===== config.mk =====
export PLATFORM = sky130hd
export DESIGN_NAME = pipe_issue_arbiter
export DESIGN_NICKNAME = d
export VERILOG_FILES = /design/src/rtl/pipe_issue_arbiter.sv
export SDC_FILE = /design/constraint.sdc
export NUM_CORES = 1
export LEC_CHECK = 0
export ABC_AREA = 1
export CORE_MARGIN = 1
export CORE_UTILIZATION = 38
export CTS_CLUSTER_DIAMETER = 50
export DETAILED_ROUTE_END_ITERATION = 10
export MAX_ROUTING_LAYER = met4
export PLACE_DENSITY = 0.82
export SYNTH_ARGS = -nofsm -noshare
export SYNTH_HDL_FRONTEND = slang
export SYNTH_SLANG_ARGS = --single-unit

===== constraint.sdc =====
create_clock -name clk -period 2.6 [get_ports clk]
set_input_delay 0.52 -clock clk [delete_from_list [all_inputs] [get_ports clk]]
set_output_delay 0.52 -clock clk [all_outputs]
set_load 0.01 [all_outputs]

===== src/rtl/pipe_issue_arbiter.sv =====
// Round-robin, burst-capable issue arbiter feeding one registered slot into a
// stallable valid/allowin pipeline stage.
module pipe_issue_arbiter #(
  parameter int NREQ  = 4,
  parameter int WIDTH = 32,
  parameter int BURST = 2,
  parameter int SRCW  = $clog2(NREQ)
) (
  input  logic                  clk,
  input  logic                  rst,
  input  logic [NREQ-1:0]       req_valid,
  input  logic [NREQ*WIDTH-1:0] req_data,
  output logic [NREQ-1:0]       req_allowin,
  input  logic                  flush,
  input  logic                  pipe_allowin,
  output logic                  pipe_validin,
  output logic [WIDTH-1:0]      pipe_datain,
  output logic [SRCW-1:0]       pipe_srcid
);

  localparam int CNTW = (BURST > 1) ? $clog2(BURST) : 1;
  localparam logic [CNTW-1:0] CNT_LAST = CNTW'(BURST - 1);
  localparam logic [SRCW-1:0] SRC_LAST = SRCW'(NREQ - 1);
  localparam logic [SRCW:0]   NREQ_EXT = (SRCW + 1)'(NREQ);

  logic             slot_valid_reg;
  logic [WIDTH-1:0] slot_data_reg;
  logic [SRCW-1:0]  slot_src_reg;
  logic [SRCW-1:0]  owner_reg;
  logic [CNTW-1:0]  burst_cnt_reg;
  logic             fresh_reg;

  logic             slot_allowin;
  logic             any_valid;
  logic             transfer;
  logic [SRCW-1:0]  owner_inc;
  logic [SRCW-1:0]  start;
  logic [SRCW-1:0]  win;
  logic [CNTW-1:0]  burst_cnt_next;
  logic [WIDTH-1:0] req_word [NREQ];
  logic [SRCW-1:0]  cand_idx [NREQ];
  logic [NREQ-1:0]  cand_valid;

  assign owner_inc = (owner_reg == SRC_LAST) ? '0 : owner_reg + 1'b1;
  // The first grant after reset opens a fresh burst so requester 0 gets a full run.
  assign start = (burst_cnt_reg == CNT_LAST && !fresh_reg) ? owner_inc : owner_reg;

  // Candidate gi is the requester gi positions after the search start.
  generate
    for (genvar gi = 0; gi < NREQ; gi++) begin : g_cand
      logic [SRCW:0] sum;
      assign req_word[gi]   = req_data[gi*WIDTH +: WIDTH];
      assign sum            = {1'b0, start} + (SRCW + 1)'(gi);
      assign cand_idx[gi]   = (sum >= NREQ_EXT) ? SRCW'(sum - NREQ_EXT) : sum[SRCW-1:0];
      assign cand_valid[gi] = req_valid[cand_idx[gi]];
    end
  endgenerate

  always_comb begin
    win = '0;
    for (int i = NREQ - 1; i >= 0; i--) begin
      if (cand_valid[i]) win = cand_idx[i];
    end
  end

  assign any_valid    = |req_valid;
  assign slot_allowin = !slot_valid_reg || pipe_allowin;
  assign transfer     = slot_allowin && any_valid && !flush && !rst;

  always_comb begin
    req_allowin = '0;
    if (transfer) req_allowin[win] = 1'b1;
  end

  assign burst_cnt_next = (win == owner_reg && !fresh_reg && burst_cnt_reg != CNT_LAST)
                          ? burst_cnt_reg + 1'b1 : '0;

  always_ff @(posedge clk) begin
    if (rst) begin
      slot_valid_reg <= 1'b0;
      slot_data_reg  <= '0;
      slot_src_reg   <= '0;
      owner_reg      <= '0;
      burst_cnt_reg  <= '0;
      fresh_reg      <= 1'b1;
    end else if (flush) begin
      slot_valid_reg <= 1'b0;
    end else if (transfer) begin
      slot_valid_reg <= 1'b1;
      slot_data_reg  <= req_word[win];
      slot_src_reg   <= win;
      owner_reg      <= win;
      burst_cnt_reg  <= burst_cnt_next;
      fresh_reg      <= 1'b0;
    end else if (slot_allowin) begin
      slot_valid_reg <= 1'b0;
    end
  end

  assign pipe_validin = slot_valid_reg;
  assign pipe_datain  = slot_data_reg;
  assign pipe_srcid   = slot_src_reg;

endmodule


==> results of run 1 <==
-- path summary, 6_finish.rpt --
path                   start         endpoint  slack, ns  depth (start not counted)
min reg2reg  pipe_datain[11]  pipe_datain[11]       0.50                          2
min          pipe_datain[11]  pipe_datain[11]       0.50                          2
max reg2reg     owner_reg[1]   pipe_datain[0]       0.16                         18
max             owner_reg[0]   req_allowin[0]       0.02                         14
-- placed cells by master, fill, tap and decap left out, drive strengths merged, types with 3 or more instances in the layout --
| master | instances |
|---|---|
| clkdlybuf4s50 | 169 |
| nand2 | 111 |
| nand3 | 90 |
| nor2 | 77 |
| nand4 | 65 |
| buf | 41 |
| a21oi | 38 |
| dfxtp | 37 |
| inv | 15 |
| clkbuf | 7 |
| nor3 | 3 |
-- power by group --
group	total [mW]	internal, mW	switching (mW)
logic	1.26	0.592	0.673
clock network	0.538	0.313	0.225
registers	0.676	0.636	0.0395
total	2.48	1.54	0.937
-- stage by stage --
stage               power, mW  area [um2]
finish                   2.48        5140
global route             2.63        5140
CTS                      2.43        4960
global placement         1.85        4770
detailed placement       1.87        4770
floorplan                1.35        2880
-- cell usage after synthesis, drive strengths merged --
library cell / n
a21oi: 38
buf: 21
clkbuf: 18
dfxtp: 37
ha: 1
inv: 15
nand2: 111
nand3: 90
nand4: 65
nor2: 76
nor3: 3
o21ai: 2
-- worst reg2reg max path: cells and delay by family, from the launching register on --
family,cells,cell delay (ns)
flops,1,0.34
buf+inv,2,0.42
simple gates,15,1.36
fa+ha+maj,1,0.23
-- metal layers --
layer  up-vias  track usage [%]  share of wire (%)
met1      1925             30.6                 39
li1       2016                -                  -
met2       170             51.5                 50
met5         -                -                  0
met4         0             8.23                2.0
met3        20             6.37                8.7
-- kinds of logic after synthesis --
family | synth area share (%)
buffers and inverters | 9.37
AOI/OAI and AO/OA | 7.47
adders and majority gates | 0.434
and+or+nand+nor | 57.0
DFF | 25.7
-- layout make-up --
class	count	area, um2	area share, %
clock buffer	7	86.3	1.68
clock inverter	1	30.0	0.584
inverter	15	58.8	1.14
multi-input combinational	387	2060	40.0
sequential	37	751	14.6
tap	99	124	2.41
timing repair buffer	211	2030	39.5
-- what timing repair did --
| action | 4_1_cts | 5_1_grt |
|---|---|---|
| pin swaps | 5 | 21 |
| cloned | 0 | 1 |
| endpoints found under the setup margin | 24 | 31 |
| hold endpoints to repair | 0 | 0 |
| buffers inserted | 4 | 2 |
| gates resized for setup | 32 | 49 |
==> out/qor.csv, run 1 <==
metric,value,unit
syn_nets,614,
wl_per_cell,15.6,um
drt_wl_total,11.8,mm
first_pass_iters,4,
final_hold_viol_count,0,
maxCapViolCount,0,
crit_family,simple AND/OR/NAND/NOR gates,
end_kind,output pin,
synth_top_area_share,25.7,%
setup_viol,0,
irDropWorstVdd,0.395,mV
crit_buf_inv,2,
setup_slack,0.0194,ns
fill_cells,632,
yosys.area.top_type,dfxtp_1,
clock-root-buffer,clkbuf_8,
syn-mean-instance-area,6.04,um2
ys_warn_count,0,
clock_tree.buffer_depth,2,
clock-sinks,37,
rsz0062_at_grt,yes,
relSlewSlack,57.9,%
antenna_found_initial,0,
synthTopCellsByArea,"dfxtp_1 26%, nand3_1 15%, nand4_1 14%",
core_area,7290,um2
nets,794,
period_share,99.3,%
final_max_slew_viol_count,0,
cp-start-kind,flop,
grt_pass1_vias,3663,
clock_latency,0.29,ns
skew,0.00471,ns
dp_cells,742,
cp.required,2.08,ns
gp_congestion,0.924,
avgViaCountPerCell,5.46,
power_density,482,nW/um2
ys_types,23,
crit_path_max_incr_delay,0.36,ns
drt_iter0_markers,146,
holdBufCountCts,0,
cts_max_level,2,
cp_max_fo,5,
grt_max_degree,64,
ant_nets,0,
final_core_util,70.5,%
fmax,0.388,GHz
arrival,2.06,ns
port_buffers,174,
ys_ff_latch,37,
worst_slew_pin_slew,0.632,ns
gr-total-overflow,0,
critPathKind,reg -> out,
grt.total_usage,28.3,%
row_count,31,
period_needed,2.58,ns
setup-tns-final,0,ns
n_antenna_cell,0,
critical_path.cell_chain,"ha_4, inv_1, nand3_2, nand2_4, nand2_2, nand2_2, nand2_2, nand2_1, nor2_1, nand2_2, nand3_4, nand2_4, nor3_2, buf_2",
cts_made_buffers,5,
largest_reg_flops,32,
grt_pass1_wl,16.9,mm
cp_slowest_cell,dfxtp_4,
die-area,7940,um2
drive_gt1_share,16.3,%
start_util,39.5,%
run_status,"complete, no violations",
crit_top_cell,nand2_2,
die_h,89.1,um
area_growth,78.4,%
syn_inst,477,
place_ws,-0.366,ns
power.leakage,2.10,nW
die_x,89.1,um
drc_errors,0,
cts.clk_slew.worst_paths,0.08,ns
cts_tree,yes,
vias,4131,
dp_hpwl,8.15,mm
stdcell_count,757,
synth-seq-area-share,25.7,%
pin_count,175,
hold_path_class,reg -> reg,
synth_area,2880,um2
hold-worst-slack,0.503,ns
No activity file was read; power rests on OpenSTA's default activity.
==> inputs of run 2 (changes only) <==
- ABC_AREA: 1 -> unset
- CORE_UTILIZATION: 38 -> 36
==> run 2 against run 1 <==
The run now ends with setup timing left. Flip-flop and latch count did not move. Total power is 27% lower. Critical path depth decreased by 4. Clock power is 24% lower. Sequential power fell by 4.0%. Maximum frequency is 6.6% lower. Worst hold slack worse by 0.037 ns. Combinational power down 39%. Highest routed layer unchanged.
==> out/qor.csv, run 2 <==
metric,value,unit,change
synthTopCellsByArea,"dfxtp_1 29%, mux2i_1 14%, o211ai_1 8.9%",,
cp_slowest_cell,dfxtp_2,,
grt_pass1_vias,3202,,-13%
skew,0.00609,ns,+0.00138 ns
seqCellArea,747,um2,-0.50%
synth-seq-area-share,29.4,%,+3.7 points
multi_input_area,1800,um2,-13%
drt_iter0_markers,129,,-12%
period_needed,2.76,ns,+0.183 ns
port_buffers,174,,unchanged
clock-root-buffer,clkbuf_8,,
holdBufCountCts,0,,unchanged
avgViaCountPerCell,5.24,,-4.1%
rsz0062_at_grt,yes,,
synth_ff_type,dfxtp_1,,
synth_most_common_cell,dfxtp_1,,
dp_cells,598,,-19%
die_h,85.7,um,-3.8%
dpl_cell_area,4630,um2,-3.0%
pin_count,175,,unchanged
layout_common_cells,"166 x clkdlybuf4s50_1, 51 x buf_4, 35 x nand2_1, 34 x mux2i_1, 34 x dfxtp_1",,
cp-start-kind,flop,,
wl_per_cell,15.7,um,+0.39%
setup_slack,-0.164,ns,-0.183 ns
layout_commonest_cell,clkdlybuf4s50_1,,
relSlewSlack,68.6,%,+11 points
die-area,7350,um2,-7.5%
cp.required,2.08,ns,about the same
cp_max_fo,5,,unchanged
vias,3241,,-22%
cts_tree,yes,,
end_kind,output pin,,
power_density,367,nW/um2,-24%
irDropWorstVdd,0.222,mV,-44%
setup_viol,3,,+3
synthArstFlopShare,0,%,unchanged
synth_top_area_share,29.4,%,+3.7 points
nets,659,,-17%
clock_tree.buffer_depth,2,,unchanged
area_growth,96.5,%,
critical_path.cell_chain,"nor2b_4, buf_4, buf_4, mux2i_1, o22ai_2, a211oi_4, nand2b_4, buf_6, nor2_1, buf_2",,
die_x,85.7,um,-3.8%
worst_slew_pin_slew,0.471,ns,-0.161 ns
cts_made_buffers,5,,unchanged
finish.instance_area,4960,um2,-3.6%
ys_warn_count,0,,unchanged
clock_latency,0.29,ns,about the same
ys_types,43,,+87%
grt.total_usage,26.4,%,-1.8 points
crit_buf_inv,4,,+2
yosys.area.top_type,dfxtp_1,,
n_antenna_cell,0,,unchanged
syn_inst,314,,-34%
final_max_slew_viol_count,0,,unchanged
ant_nets,0,,unchanged
crit_family,buffers and inverters,,
drt_wl_total,9.71,mm,-18%
gr-total-overflow,0,,unchanged
largest_reg_flops,32,,unchanged
cts.clk_slew.worst_paths,0.08,ns,about the same
start_util,37.1,%,-2.4 points
stdcell_count,619,,-18%
synthTopCellsByCount,"37 x dfxtp_1, 36 x mux2i_1, 35 x nand2_1, 30 x o211ai_1",,
row_count,30,,-3.2%
core_area,6790,um2,-6.8%
grt_pass1_wl,14.9,mm,-12%
setup-tns-final,-0.395,ns,-0.395 ns
final_hold_viol_count,0,,unchanged
grt_max_degree,33,,-48%
crit_top_cell,buf_4,,
first_pass_iters,4,,unchanged
period_share,106,%,+7.1 points
hold_path_class,reg -> reg,,
cts_max_level,2,,unchanged
syn_nets,451,,-27%
maxCapViolCount,0,,unchanged
syn-mean-instance-area,8.03,um2,+33%
antenna_found_initial,0,,unchanged
fill_cells,552,,-13%
critPathKind,reg -> out,,
synth_edf_count,0,,unchanged
ys_ff_latch,37,,unchanged
place_ws,-0.487,ns,-0.121 ns
power.leakage,2.07,nW,-1.7%
gp_congestion,0.952,,+2.9%
drive_gt1_share,17.6,%,+1.3 points
dp_hpwl,7.18,mm,-12%
run_status,"finished, violations left",,
report.power.total,1.82,mW,-27%
crit_path_max_incr_delay,0.35,ns,about the same
arrival,2.24,ns,+0.18 ns
fmax,0.362,GHz,-6.6%
synth_area,2520,um2,-13%
drc_errors,0,,unchanged
violations,setup timing,,
clock-sinks,37,,unchanged
==> run 2: through the flow <==
stage / utilization, % / hold WS [ns]
6_report: 73.0 / 0.467
5_1_grt: 73.0 / 0.491
4_1_cts: 72.4 / 0.467
3_5_place_dp: 68.1 / 0.446
3_3_place_gp: 68.1 / 0.444
2_1_floorplan: - / 0.464
==> run 2: final timing paths <==
path / startpoint / to / slack, ns / cells past startpoint
max: burst_cnt_reg / req_allowin[2] / -0.16 / 10
min: pipe_datain[28] / pipe_datain[28] / 0.47 / 2
max reg2reg: owner_reg[0] / pipe_datain[17] / 0.08 / 11
min reg2reg: pipe_datain[28] / pipe_datain[28] / 0.47 / 2
==> run 2: kinds of logic after synthesis <==
kind of cell | share of synthesized area (%)
mux | 15.3
xor+xnor | 0.695
compound gates | 30.8
fa+ha+maj | 0.496
buf+inv | 5.60
flops | 29.4
simple gates | 17.7
==> run 2: report_power, final <==
part	leakage (nW)	internal, mW	switching (mW)
combinational	1.72	0.466	0.298
sequential	0.306	0.620	0.0289
clock	0.0428	0.191	0.217
==> run 2: metal layers <==
metal	GRT usage [%]	up-vias	part of all wire, %
met5	-	-	0
met4	8.79	0	2.2
met3	5.20	19	5.4
met2	48.7	147	53
met1	28.2	1497	40
li1	-	1578	-
==> run 2: worst reg2reg max path: cells and delay by family, from the launching register on <==
family,cells,cell delay (ns)
muxes,1,0.27
DFF,1,0.34
buffers and inverters,4,0.67
adders and majority gates,1,0.24
AOI/OAI and AO/OA,3,0.41
and+or+nand+nor,2,0.47
==> run 2: cell type report <==
cell class              instances  share of cell area [%]
clock buffers                   7                    1.54
clock inverters                 1                   0.126
inverters                       5                   0.379
multi-input cells             243                    36.3
flip-flops and latches         37                    15.1
well taps                      96                    2.42
repair buffers                230                    44.1
==> run 2: what timing repair did <==
item | 4_1_cts | 5_1_grt
setup buffers | 13 | 1
setup endpoints to repair | 5 | 30
gates resized for setup | 41 | 10
pin swaps | 9 | 3
